**config.mk**
```make
export PLATFORM = sky130hd
export DESIGN_NAME = bcd_countdown_timer
export DESIGN_NICKNAME = d
export VERILOG_FILES = /design/src/rtl/bcd_countdown_timer.sv
export SDC_FILE = /design/constraint.sdc
export NUM_CORES = 1
export LEC_CHECK = 0
export CELL_PAD_IN_SITES_DETAIL_PLACEMENT = 1
export CELL_PAD_IN_SITES_GLOBAL_PLACEMENT = 2
export CORE_MARGIN = 2
export CORE_UTILIZATION = 26
export CTS_CLUSTER_SIZE = 30
export DETAILED_ROUTE_END_ITERATION = 10
export HOLD_SLACK_MARGIN = 0.03
export PLACE_DENSITY = 0.75
export SLEW_MARGIN = 20
export SYNTH_ARGS = -nofsm -noshare
export SYNTH_HDL_FRONTEND = slang
export SYNTH_SLANG_ARGS = --single-unit
```
**constraint.sdc**
```tcl
create_clock -name clk -period 2.33 [get_ports clk]
set_clock_uncertainty 0.1 [all_clocks]
set_input_delay 0.3495 -clock clk [delete_from_list [all_inputs] [get_ports clk]]
set_output_delay 0.3495 -clock clk [all_outputs]
set_load 0.005 [all_outputs]
```
**src/rtl/bcd_countdown_timer.sv**
```systemverilog
// bcd_countdown_timer
//   Two-digit BCD countdown for a game round. It loads a preset (tens/ones),
//   counts down once per one_sec_in tick while running, and stops at 00.
//   On reaching 00 it raises a level flag and emits a single-cycle pulse.
//
// State table:
//   state     | meaning
//   S_IDLE    | preset loaded, waiting for start
//   S_RUNNING | counting down on each unheld tick
//   S_EXPIRED | reached 00; only load or reset leaves
//
// Ports:
//   clk           in   system clock
//   reset         in   asynchronous active-low reset
//   one_sec_in    in   one-cycle tick, once per second
//   load          in   pulse: restore preset, go to IDLE (highest priority)
//   start         in   pulse: begin counting from IDLE
//   hold          in   level: discard ticks while RUNNING
//   tens_out      out  current tens BCD digit
//   ones_out      out  current ones BCD digit
//   running       out  high in RUNNING
//   time_up       out  high in EXPIRED
//   time_up_pulse out  one-cycle pulse on the edge that enters EXPIRED
module bcd_countdown_timer #(
  parameter int START_TENS = 3,
  parameter int START_ONES = 0
) (
  input  logic       clk,
  input  logic       reset,
  input  logic       one_sec_in,
  input  logic       load,
  input  logic       start,
  input  logic       hold,
  output logic [3:0] tens_out,
  output logic [3:0] ones_out,
  output logic       running,
  output logic       time_up,
  output logic       time_up_pulse
);

  localparam logic [3:0] P_TENS = 4'(START_TENS);
  localparam logic [3:0] P_ONES = 4'(START_ONES);
  localparam logic       P_ZERO = (START_TENS == 0) && (START_ONES == 0);

  // A preset above 9 would put non-BCD codes on the digit decoders.
  if (START_TENS > 9 || START_ONES > 9 || START_TENS < 0 || START_ONES < 0) begin : g_bad_preset
    $error("bcd_countdown_timer: preset digits must be 0-9");
  end

  typedef enum logic [1:0] {
    S_IDLE    = 2'd0,
    S_RUNNING = 2'd1,
    S_EXPIRED = 2'd2
  } state_t;

  state_t     r_state, w_state_nxt;
  logic [3:0] r_tens, w_tens_nxt;
  logic [3:0] r_ones, w_ones_nxt;
  logic       r_pulse, w_pulse_nxt;

  always_ff @(posedge clk or negedge reset) begin
    if (!reset) begin
      r_state <= S_IDLE;
      r_tens  <= P_TENS;
      r_ones  <= P_ONES;
      r_pulse <= 1'b0;
    end else begin
      r_state <= w_state_nxt;
      r_tens  <= w_tens_nxt;
      r_ones  <= w_ones_nxt;
      r_pulse <= w_pulse_nxt;
    end
  end

  always_comb begin
    w_state_nxt = r_state;
    w_tens_nxt  = r_tens;
    w_ones_nxt  = r_ones;
    w_pulse_nxt = 1'b0;

    if (load) begin
      w_state_nxt = S_IDLE;
      w_tens_nxt  = P_TENS;
      w_ones_nxt  = P_ONES;
    end else begin
      case (r_state)
        S_IDLE: begin
          if (start) begin
            if (P_ZERO) begin
              w_state_nxt = S_EXPIRED;
              w_pulse_nxt = 1'b1;
            end else begin
              w_state_nxt = S_RUNNING;
            end
          end
        end

        S_RUNNING: begin
          if (one_sec_in && !hold) begin
            if (r_ones != 4'd0) begin
              w_ones_nxt = r_ones - 4'd1;
            end else if (r_tens != 4'd0) begin
              w_ones_nxt = 4'd9;
              w_tens_nxt = r_tens - 4'd1;
            end
            // Also catches a stray 00 in RUNNING so the count can never wrap.
            if (w_tens_nxt == 4'd0 && w_ones_nxt == 4'd0) begin
              w_state_nxt = S_EXPIRED;
              w_pulse_nxt = 1'b1;
            end
          end
        end

        S_EXPIRED: begin
          w_tens_nxt = 4'd0;
          w_ones_nxt = 4'd0;
        end

        default: begin
          w_state_nxt = S_IDLE;
          w_tens_nxt  = P_TENS;
          w_ones_nxt  = P_ONES;
        end
      endcase
    end
  end

  assign tens_out      = r_tens;
  assign ones_out      = r_ones;
  assign running       = (r_state == S_RUNNING);
  assign time_up       = (r_state == S_EXPIRED);
  assign time_up_pulse = r_pulse;

endmodule

```
**Yosys cells after proc, flatten, opt, wreduce, memory -nomap -nowiden**

Index checks and enable logic that the tools add are counted.
Widths: inputs -> output; s select.

- Register bits: 11
- Latch bits: 0
- Memory bits (writable): 0
- Memory bits (read-only): 0
- Input bits: 6
- Output and inout port bits: 11
- Word-level logic and storage cells: 48
- Memories: 0

- Add/sub/neg operators: 2
- Multiply operators: 0
- Div/mod/pow operators: 0
- Order comparisons: 0
- Equality and inequality tests: 7
- Shifts and indexed selects: 0
- Muxes and demuxes: 25
- Bitwise operators: 0
- Reduce and logical (&&, ||, !) cells: 10

Operator list:

| cell | count |
|---|---|
| $mux 4 | 14 |
| $pmux 4 s3 | 1 |
| $logic_not 4->1 | 2 |
| $mux 2 | 4 |
| $pmux 4 s2 | 1 |
| $reduce_bool 4->1 | 2 |
| $sub 4x1->4 const B | 2 |
| $ne 3x2->1 const B | 2 |
| $pmux 2 s3 | 1 |
| $mux 1 | 4 |
| $ne 2x2->1 const B | 2 |
| $reduce_and 4->1 | 1 |
| $ne 3x3->1 const B | 1 |
| $eq 2x1->1 const B | 1 |
| $eq 2x2->1 const B | 1 |
| $logic_and 1x1->1 | 2 |
| $logic_not 2->1 | 1 |
| $reduce_and 2->1 | 1 |
| $logic_not 1->1 | 1 |

**Longest topological paths before layout**

- Depth after elaboration: 12
- Gate-level depth with buffers: 8
- Depth with buffers taken out: 7

**Worst setup path after synthesis**

No wires, ideal clock.

- Kind: register -> register
- Start point: register r_ones[0] (netlist: ones_out[0])
- End point: register r_tens[3] (netlist: tens_out[3])
- Setup time: 122 ps
- Arrival: 1993 ps
- Data required time: 2108 ps
- Slack: 115 ps
- Cell stages (with the launch flop): 7
- Path through: dfrtp_1 inv_1 ha_1 or3b_4 or4_4 a22o_1 a32o_1

- Longest elaborated chain between the ends: 8

RTL lines:

| item | line | text |
|---|---|---|
| start, declared | 58 | `logic [3:0] r_ones, w_ones_nxt;` |
| start signal, assigned | 70 | `r_ones <= w_ones_nxt;` |
| $reduce_bool 4->1 | 100 | `if (r_ones != 4'd0) begin` |
| $mux 4 | 100 |  |
| $mux 4 | 99 | `if (one_sec_in && !hold) begin` |
| $mux 4 | 86 | `case (r_state)` |
| $mux 4 | 81 | `if (load) begin` |
| $mux 4 | 99 |  |
| $pmux 4 s3 | 86 |  |
| $mux 4 | 81 |  |
| end signal, assigned | 69 | `r_tens <= w_tens_nxt;` |
| end, declared | 57 | `logic [3:0] r_tens, w_tens_nxt;` |

Every way passes these cells. The select of a mux whose other input is x is not followed.
A chain may end at the register's enable or synchronous reset.

**Final worst setup path**

- Start point: register r_ones[1] (netlist: ones_out[1])
- End point: register r_tens[3] (netlist: tens_out[3])

The elaborated chain is that of the path after synthesis.

==> results.py <==
metrics = {
    "logic_synthesis": {
        "synth_top_cells_by_area": "dfrtp_1 (28%), ha_1 (9.2%), dfstp_2 (6.4%)",
        "synth.ff_latch_count": 11,
        "count_of_flip_flops_with_a_built_in_enable_after_synthesis": 0,
        "seq_area_frac_synth_pct": 33.9,
        "total_of_warnings_raised_by_yosys": 0,
        "postSynth.asyncResetShare_pct": 100,
        "yosysUniqueCellTypes": 35,
        "synthesis.area_sq_um": 818,
        "postSynthAreaPerCell_sq_um": 8.71,
        "synth_top_cell_area_share_pct": 27.5,
        "synthesis.nets": 106,
        "netlist.top_cell.by_area": "dfrtp_1",
        "synth_top_flop_cell": "dfrtp_1",
        "postSynthCellCount": 94,
    },
    "routing": {
        "via_count": 814,
        "finalWirelength_mm": 2.44,
        "post_drt_wl_per_cell_um": 15.1,
        "drt_pass_1_iters": 2,
        "via_per_instance_ratio": 5.02,
        "wl_met1_mm": 1.13,
        "top_layer": "met4",
        "met3RoutedLength_um": 69,
        "drc": 0,
        "met2_length_mm": 1.18,
        "drtIter0Drc": 7,
        "drt.antenna.violating_nets": 0,
    },
    "sta": {
        "final_max_slew_viol_count": 0,
        "final_hold_slack_ns": 0.329,
        "slew_headroom_pct": 61.3,
        "final_min_period_over_clock_period_pct": 94.7,
        "tightestPinTransition_ns": 0.579,
        "final.setup.tns_ns": 0,
        "final-setup-viol-count": 0,
        "layout_setup_ws_ns": 0.123,
        "timing_hold_violations_final": 0,
        "period_minus_slack_ns": 2.21,
        "setup_repair_after_global_routing_missed_its_margin": "no",
        "max_freq_mhz": 453,
    },
    "floorplan": {
        "floorplan.die_area_sq_um": 3610,
        "rows": 20,
        "design.core.area_sq_um": 3030,
        "start_util_pct": 27.0,
        "floorplan.die.height_um": 60.1,
        "die_w_um": 60.1,
        "io-pin-count": 17,
    },
    "flow_run": {
        "cap_violations": 0,
    },
    "layout": {
        "nets": 131,
        "synthToLayoutAreaGrowth_pct": 35.5,
        "drive_gt1_share_pct": 16.9,
        "nFillCells": 368,
        "insertedDiodeCount": 0,
    },
    "worst_hold_path": {
        "timing.hold.worst.class": "in -> async",
    },
    "placement": {
        "detailedPlacementHpwl_mm": 1.91,
        "routabilityCongestion": 0.813,
        "dp_slack_ns": 0.131,
        "port_buffers": 16,
    },
    "worst_setup_path": {
        "start_kind": "flip-flop",
        "required_ns": 2.40,
        "timing.setup.critical_path_class": "reg -> reg",
        "critical_path_arrival_ns": 2.27,
        "timing.critical_path.to_type": "flip-flop",
        "crit_fanout": 5,
    },
    "global_routing": {
        "number_of_global_route_vias_before_repair": 886,
        "first_pass_grt_wire_length_mm": 4.15,
        "grt_antenna_before_repair": 0,
        "gr-usage-all-layers_pct": 15.5,
        "gr-total-overflow": 0,
        "grt_start_max_net_pins": 12,
    },
    "clock_network": {
        "cts.sink_count": 11,
        "numCtsBuffers": 3,
        "tritoncts": "done",
        "clk_pin_slew_ns": 0.07,
        "clk_latency_ns": 0.28,
        "cts_buffer_depth": 2,
        "cts-root-buf": "clkbuf_4",
        "cts.repair_timing.setup_buffer_count": 0,
        "clock_tree.htree_level_count": 1,
    },
    "power": {
        "power.static_leakage_nw": 0.452,
        "cellPowerDensity_nw_per_um2": 695,
        "vdd_drop_max_uv": 276,
    },
    "status": {
        "status": "completed",
    },
}
[report_power, final]
group          total, mW  switching, mW  internal, mW
clock network      0.132         0.0659        0.0664
logic              0.394          0.209         0.185
registers          0.244         0.0248         0.219
[metrics by stage]
| step | std cells | utilization [%] | total power [mW] | cell area, sq um |
|---|---|---|---|---|
| final | 162 | 36.6 | 0.771 | 1110 |
| after global routing | 162 | 36.6 | 0.835 | 1110 |
| after CTS | 162 | 36.4 | 0.766 | 1100 |
| after detailed placement | 158 | 35.5 | 0.632 | 1070 |
| after global placement | 158 | 35.5 | 0.622 | 1070 |
| after floorplan | 94 | - | 0.465 | 818 |
[worst max-delay path, stage by stage, from the launching register on]
cell	delay (ns)
dfrtp_1	0.39
inv_1	0.11
ha_1	0.18
or3b_4	0.41
or4_4	0.43
a22o_1	0.24
a32o_1	0.25
[sequential cells by signal, indices dropped and copies added, names as in the netlist]
signal and cells:
ones_out 4, tens_out 4, r_state 2, time_up_pulse 1
[cell usage in the layout, fill, tap and decap left out, types with 5 or more instances in the layout]
cell             synthesis  final
clkdlybuf4s50_1          0     16
dfrtp_1                  9      9
inv_1                    8      8
o21ai_0                  8      8
nor2_1                   8      8
a21oi_1                  8      8
buf_4                    0      7
ha_1                     6      6
nor2b_1                  5      5
nor3_1                   5      5
[path summary, 6_finish.rpt]
kind / startpoint / to / slack (ns) / depth (start not counted)
setup / recovery: ones_out[1] / tens_out[3] / 0.12 / 6
hold / removal: reset / tens_out[2] / 0.33 / 1
setup reg to reg: ones_out[1] / tens_out[3] / 0.12 / 6
hold reg to reg: tens_out[0] / tens_out[0] / 0.46 / 2
max in group asynchronous: reset / time_up_pulse / 1.43 / 1
min in group clk: tens_out[0] / tens_out[0] / 0.46 / 2
[cell usage after synthesis, types with 2 or more instances]
cell type and count:
dfrtp_1 9, a21oi_1 8, inv_1 8, nor2_1 8
o21ai_0 8, ha_1 6, nor2b_1 5, nor3_1 5
clkbuf_1 3, mux2i_1 3, nand2b_1 3, a31oi_1 2
a32o_1 2, dfstp_2 2, nand3_1 2
[per-layer routing]
metal	global-route usage [%]	vias to the layer above
met1	19.1	398
met5	0	-
met3	2.38	7
li1	-	391
met4	7.62	0
met2	25.9	18
[timing repair]
action / in CTS / in global routing
setup endpoints to repair: 0 / 2
hold buffers: 0 / 0
gates resized for setup: 0 / 1
[final cells by class]
cell class | instances | area (sq um) | area share, %
clock buffer | 4 | 26.3 | 2.37
inverter | 8 | 30.0 | 2.71
multi-input combinational | 72 | 507 | 45.7
sequential | 11 | 278 | 25.1
tap | 44 | 55.1 | 4.97
timing repair buffer | 23 | 213 | 19.2
[cell families after synthesis]
logic type / count (synthesis) / share of synthesized area, %
buffers and inverters: 11 / 5.05
AND/OR/NAND/NOR: 33 / 24.2
adder cells (fa/ha/maj): 6 / 9.17
flip-flops: 11 / 33.9
AO/OA/AOI/OAI: 30 / 24.0
multiplexers: 3 / 3.67
(Power assumes the default switching activity.)
